==> src/rtl/arb_pkg.sv <==
// Shared parameters and grant-vector helpers for the round-robin request front end.
package arb_pkg;
  localparam int unsigned N_REQ  = 4;
  localparam int unsigned DATA_W = 8;
  localparam int unsigned ID_W   = $clog2(N_REQ);

  // True for an all-zero vector or exactly one bit set.
  function automatic logic onehot_ok(input logic [N_REQ-1:0] vec);
    return (vec & (vec - 1'b1)) == '0;
  endfunction

  function automatic logic [ID_W-1:0] oh2idx(input logic [N_REQ-1:0] vec);
    logic [ID_W-1:0] idx;
    idx = '0;
    for (int unsigned i = 0; i < N_REQ; i++)
      if (vec[i]) idx = idx | ID_W'(i);
    return idx;
  endfunction
endpackage

==> src/rtl/rr_chan_fifo.sv <==
// Single-channel request FIFO with combinational head; a push into a full FIFO is
// accepted only when the head is popped on the same edge.
module rr_chan_fifo #(
  parameter int unsigned DATA_W = 8,
  parameter int unsigned DEPTH  = 4
) (
  input  logic              clk,
  input  logic              rst,
  input  logic              push,
  input  logic              pop,
  input  logic [DATA_W-1:0] wdata,
  output logic [DATA_W-1:0] rdata,
  output logic              full,
  output logic              empty
);
  localparam int unsigned PTR_W = $clog2(DEPTH);

  logic [DATA_W-1:0] mem [DEPTH];
  logic [PTR_W-1:0]  wr_ptr;
  logic [PTR_W-1:0]  rd_ptr;
  logic [PTR_W:0]    count;
  logic              wr_en;
  logic              rd_en;

  assign full  = (count == (PTR_W+1)'(DEPTH));
  assign empty = (count == '0);
  assign rdata = mem[rd_ptr];
  assign rd_en = pop && !empty;
  // When full, the write slot equals the head slot; the head is read before it is overwritten.
  assign wr_en = push && (!full || rd_en);

  always_ff @(posedge clk or posedge rst) begin
    if (rst) begin
      wr_ptr <= '0;
      rd_ptr <= '0;
      count  <= '0;
    end else begin
      if (wr_en) wr_ptr <= wr_ptr + 1'b1;
      if (rd_en) rd_ptr <= rd_ptr + 1'b1;
      case ({wr_en, rd_en})
        2'b10:   count <= count + 1'b1;
        2'b01:   count <= count - 1'b1;
        default: count <= count;
      endcase
    end
  end

  always_ff @(posedge clk) begin
    if (wr_en) mem[wr_ptr] <= wdata;
  end
endmodule

==> src/rtl/rr_req_queue.sv <==
// Per-channel request queues feeding the round-robin arbiter; pops the granted
// channel and presents it as a registered one-cycle transfer.
module rr_req_queue #(
  parameter int unsigned N_REQ  = arb_pkg::N_REQ,
  parameter int unsigned DATA_W = arb_pkg::DATA_W,
  parameter int unsigned DEPTH  = 4
) (
  input  logic                      clk,
  input  logic                      rst,
  input  logic [N_REQ-1:0]          in_valid,
  input  logic [N_REQ*DATA_W-1:0]   in_data,
  output logic [N_REQ-1:0]          in_ready,
  output logic [N_REQ-1:0]          REQ,
  input  logic [N_REQ-1:0]          GNT,
  output logic                      out_valid,
  output logic [$clog2(N_REQ)-1:0]  out_id,
  output logic [DATA_W-1:0]         out_data,
  output logic                      gnt_err
);
  import arb_pkg::*;

  logic [N_REQ-1:0]         full;
  logic [N_REQ-1:0]         empty;
  logic [N_REQ-1:0]         pop;
  logic [DATA_W-1:0]        head [N_REQ];
  logic                     gnt_hits;
  logic                     pop_ok;
  logic                     bad_gnt;
  logic [$clog2(N_REQ)-1:0] pop_idx;

  for (genvar k = 0; k < N_REQ; k++) begin : g_chan
    rr_chan_fifo #(
      .DATA_W(DATA_W),
      .DEPTH (DEPTH)
    ) u_fifo (
      .clk  (clk),
      .rst  (rst),
      .push (in_valid[k]),
      .pop  (pop[k]),
      .wdata(in_data[k*DATA_W +: DATA_W]),
      .rdata(head[k]),
      .full (full[k]),
      .empty(empty[k])
    );
  end

  assign REQ      = ~empty;
  assign in_ready = ~full;

  always_comb begin
    gnt_hits = |(GNT & ~empty);
    pop_ok   = onehot_ok(GNT) && gnt_hits;
    bad_gnt  = !onehot_ok(GNT) || ((GNT != '0) && !gnt_hits);
    pop      = pop_ok ? GNT : '0;
    pop_idx  = oh2idx(GNT);
  end

  always_ff @(posedge clk or posedge rst) begin
    if (rst) begin
      out_valid <= 1'b0;
      out_id    <= '0;
      out_data  <= '0;
      gnt_err   <= 1'b0;
    end else begin
      out_valid <= pop_ok;
      gnt_err   <= bad_gnt;
      if (pop_ok) begin
        out_id   <= pop_idx;
        out_data <= head[pop_idx];
      end
    end
  end
endmodule
==> config.mk <==
export PLATFORM = sky130hd
export DESIGN_NAME = rr_req_queue
export DESIGN_NICKNAME = d
export VERILOG_FILES = /design/src/rtl/arb_pkg.sv /design/src/rtl/rr_chan_fifo.sv /design/src/rtl/rr_req_queue.sv
export SDC_FILE = /design/constraint.sdc
export NUM_CORES = 1
export LEC_CHECK = 0
export BUFFER_PORTS_ARGS = -buffer_cell sky130_fd_sc_hd__buf_4
export CAP_MARGIN = 20
export CORE_ASPECT_RATIO = 1.2
export CORE_MARGIN = 10
export CORE_UTILIZATION = 45
export DETAILED_ROUTE_END_ITERATION = 12
export GPL_ROUTABILITY_DRIVEN = 1
export PLACE_DENSITY_LB_ADDON = 0.3
export SLEW_MARGIN = 15
export SYNTH_ARGS = -nofsm -noshare
export SYNTH_HDL_FRONTEND = slang
export SYNTH_SLANG_ARGS = --single-unit
==> constraint.sdc <==
create_clock -name clk -period 4.1 [get_ports clk]
set_input_delay 0.205 -clock clk [delete_from_list [all_inputs] [get_ports clk]]
set_output_delay 0.205 -clock clk [all_outputs]
set_load 0.05 [all_outputs]
==> implementation parameters <==
Parameter                              Value

Run status
  Outcome ... finished, final reports clean

Synthesis
  Synth Area in Compound Gates ... 0.0386
  Post-synthesis sequential area ratio ... 0.680
  Syn nets ... about 500
  Number of storage elements in the synthesis netlist ... 168
  Count of flip-flops with a built-in enable after synthesis ... 128
  Library cell with the highest instance count after synthesis ... sky130_fd_sc_hd__edfxtp_1
  Distinct cell type count of the synthesized netlist ... 39
  Combinational family with the most area after synthesis ... multiplexers
  Post-synth top area cell ... sky130_fd_sc_hd__edfxtp_1
  Gate count of the mapped netlist ... around 440
  Area of the mapped netlist ... 7130 µm²
  Post-synthesis share of cell area spent on xor and xnor gates ... 0.0295
  Most frequent cells after synthesis ... sky130_fd_sc_hd__edfxtp_1, sky130_fd_sc_hd__mux2i_1, sky130_fd_sc_hd__dfrtp_1
  Async set or reset register ratio after synthesis ... 0.238
  Leading post-synthesis cells by cell area ... sky130_fd_sc_hd__edfxtp_1, sky130_fd_sc_hd__dfrtp_1, sky130_fd_sc_hd__mux2i_1
  Synthesized-area fraction occupied by adder cells ... 0.0477
  Prevailing post-synth register cell ... sky130_fd_sc_hd__edfxtp_1
  Average cell area after synthesis ... 16.4 µm²
  Yosys warns ... 0
  Share of the synthesized area in the top cell type ... 0.539
  Mux share of post-synthesis cell area ... 0.124
  Area share of and/or/nand/nor cells after synthesis ... 0.0490

Min path
  Type of the most critical hold path ... in -> reg

Floorplanning
  Die extent in x ... around 130 µm
  I/O pin count ... 62
  Core ar. ... ~16,000 µm²
  Effective utilization at floorplan ... 0.458
  Chip height ... 158 µm
  Area of the die ... approximately 21,000 µm²
  Floorplan row count ... 50

Place
  Routability cong. ... 0.852
  DP Wirelength ... 10.8 mm
  Dpl cell area ... ~7800 µm²
  Count of input and output buffers ... 61
  Worst setup slack after placement ... 1740 ps

Clock tree
  CTS Buffer Depth ... 2
  CTS tree ... yes
  Clock slew at reported path FFs ... ~60 ps
  Clock network latency to the later pin of the worst-skew pair ... 430 ps
  TritonCTS Sinks ... around 170
  Master cell of the clock root buffer ... sky130_fd_sc_hd__clkbuf_16
  Total CTS buffers ... 17
  H-tree depth ... 4

Drt
  Number of DRC markers after the initial detailed-route iteration ... 240
  Count of unresolved DRC violations after routing ... 0
  Number of search-and-repair iterations in the first detailed-routing pass ... 5
  Number of routed nets with antenna violations ... 0
  Final WL ... 14.8 mm
  Wire length per cell after detailed routing ... 19.7 µm
  Vias per inst ... 5.22
  Vias after detailed routing ... 3,931

Power and ir drop
  Maximum vdd ir drop ... roughly 430 µV
  Overall power of the completed layout ... 0.00612 W
  Power per Cell Area ... ~700 nW/µm²
  Leakage power ... about 3.4 nW

Worst setup path
  Data arrival, critical path ... 2580 ps
  Maximum fanout along the worst path ... 17
  Class of the most critical setup path ... reg -> reg
  Worst setup SP type ... flop
  Data required time at the worst endpoint ... 4410 ps
  Element type at the critical path end ... flop

STA
  # setup viols final ... 0
  Crit share post-route ... 0.553
  Fin. max-slew vios ... 0
  Fin crit period ... 2270 ps
  Final hold viol count ... 0
  Worst slew margin ... 0.362
  Sum Neg Setup Slack ... 0 ps
  Actual transition at the worst max-transition pin ... 957 ps
  RSZ-0062 raised after global routing ... false
  Post-Route Skew ... approximately 8.1 ps
  Worst-case setup margin in the final layout ... approximately 1800 ps
  Max Clk Rate ... 441 MHz

Cells and area
  Antenna Diode Count ... 0
  Post-Route Utilization ... 0.561
  Fraction of final layout cells sized beyond drive strength 1 ... 0.189
  Number of fill cells in the layout ... 1,200
  Area added between synthesis and finish ... 22.5%
  Design area ... 8730 µm²
  Final nets ... 598

Global routing
  Via count of the first global-routing pass ... 4,172
  Global-route wire length before repair ... approximately 23 mm
  Total grt overflow ... 0
  Initial antenna violation count ... 0
  Pin count of the biggest net entering global routing ... 41
  Total track usage ... 0.148

Job
  Number of maximum-capacitance violations ... 0
[path summary, 6_finish.rpt]
kind,startpoint,endpoint,slack (ps),cells past startpoint
max,g_chan[2].u_fifo.rd_ptr[1]$_DFFE_PP0N_,out_data[5]$_DFFE_PP0N_,1830,4
min,GNT[0],gnt_err$_DFF_PP0_,100,3
max reg2reg,g_chan[2].u_fifo.rd_ptr[1]$_DFFE_PP0N_,out_data[5]$_DFFE_PP0N_,1830,4
min reg2reg,g_chan[3].u_fifo.count[0]$_DFFE_PP0P_,g_chan[3].u_fifo.count[0]$_DFFE_PP0P_,490,1
max in group asynchronous,rst,out_data[1]$_DFFE_PP0N_,3250,4
min in group asynchronous,rst,g_chan[3].u_fifo.wr_ptr[1]$_DFFE_PP0P_,470,4
[power breakdown]
group | switching, W | internal (W) | total [W]
Clock | 0.000630 | 0.00110 | 0.00173
Combinational | 0.000984 | 0.000722 | 0.00171
Sequential | 0.000372 | 0.00231 | 0.00268
[critical path: stages (launching register included)]
cell                      delay (ps)
sky130_fd_sc_hd__dfrtp_1         970
sky130_fd_sc_hd__mux2i_1         440
sky130_fd_sc_hd__o22ai_1         110
sky130_fd_sc_hd__or3_1           370
sky130_fd_sc_hd__mux2_4          260
[cell usage in the layout, fill, tap and decap left out, types with 5 or more instances in the layout]
cell type / count
sky130_fd_sc_hd__inv_1: 33
sky130_fd_sc_hd__xor2_1: 12
sky130_fd_sc_hd__clkbuf_16: 17
sky130_fd_sc_hd__bufinv_16: 5
sky130_fd_sc_hd__a2111oi_0: 6
sky130_fd_sc_hd__o22ai_1: 23
sky130_fd_sc_hd__dlygate4sd3_1: 33
sky130_fd_sc_hd__ha_1: 20
sky130_fd_sc_hd__mux4_1: 7
sky130_fd_sc_hd__and2_1: 21
sky130_fd_sc_hd__mux2i_1: 58
sky130_fd_sc_hd__edfxtp_1: 128
sky130_fd_sc_hd__nor2_1: 7
sky130_fd_sc_hd__or3_1: 5
sky130_fd_sc_hd__xnor2_1: 12
sky130_fd_sc_hd__buf_4: 62
sky130_fd_sc_hd__nand3_1: 6
sky130_fd_sc_hd__dfrtp_1: 40
[flip-flops by register name (all words and copies together), names as in the netlist]
name,cells
g_chan.u_fifo.mem,128
g_chan.u_fifo.count,12
g_chan.u_fifo.rd_ptr,8
g_chan.u_fifo.wr_ptr,8
out_data,8
out_id,2
gnt_err,1
out_valid,1
[through the flow]
| stage | hold slack [ps] | cells |
|---|---|---|
| final | 104 | 753 |
| after CTS | 78.0 | 753 |
| after global routing | 122 | 753 |
| after floorplan | 304 | 436 |
| after global placement | 372 | 688 |
| after detailed placement | 388 | 688 |
[routing by layer]
metal,part of all wire,vias to the layer above,global-route usage
li1,-,1826,-
met1,0.42,1992,0.177
met4,0.020,0,0.0612
met3,0.041,17,0.0333
met2,0.52,96,0.251
met5,0,-,0
[final cells by class]
type,instances,area [µm²],area share
clock inverters,12,199,0.0228
flip-flops and latches,168,4840,0.555
clock buffers,20,447,0.0511
well taps,208,260,0.0298
inverters,34,128,0.0146
multi-input cells,216,2060,0.236
repair buffers,95,796,0.0911
[logic make-up after synthesis]
family	after synthesis
fa+ha+maj	25
buf+inv	52
flops	168
mux	73
simple gates	55
compound gates	39
xor+xnor	24
[repair_timing]
| action | 4_1_cts | 5_1_grt |
|---|---|---|
| resized for setup | 0 | 0 |
| setup buffers | 0 | 0 |
| endpoints found under the setup margin | 0 | 0 |
| hold endpoints to repair | 168 | 0 |
| hold buffers | 33 | 0 |
Power figures use the tool's default switching activity.
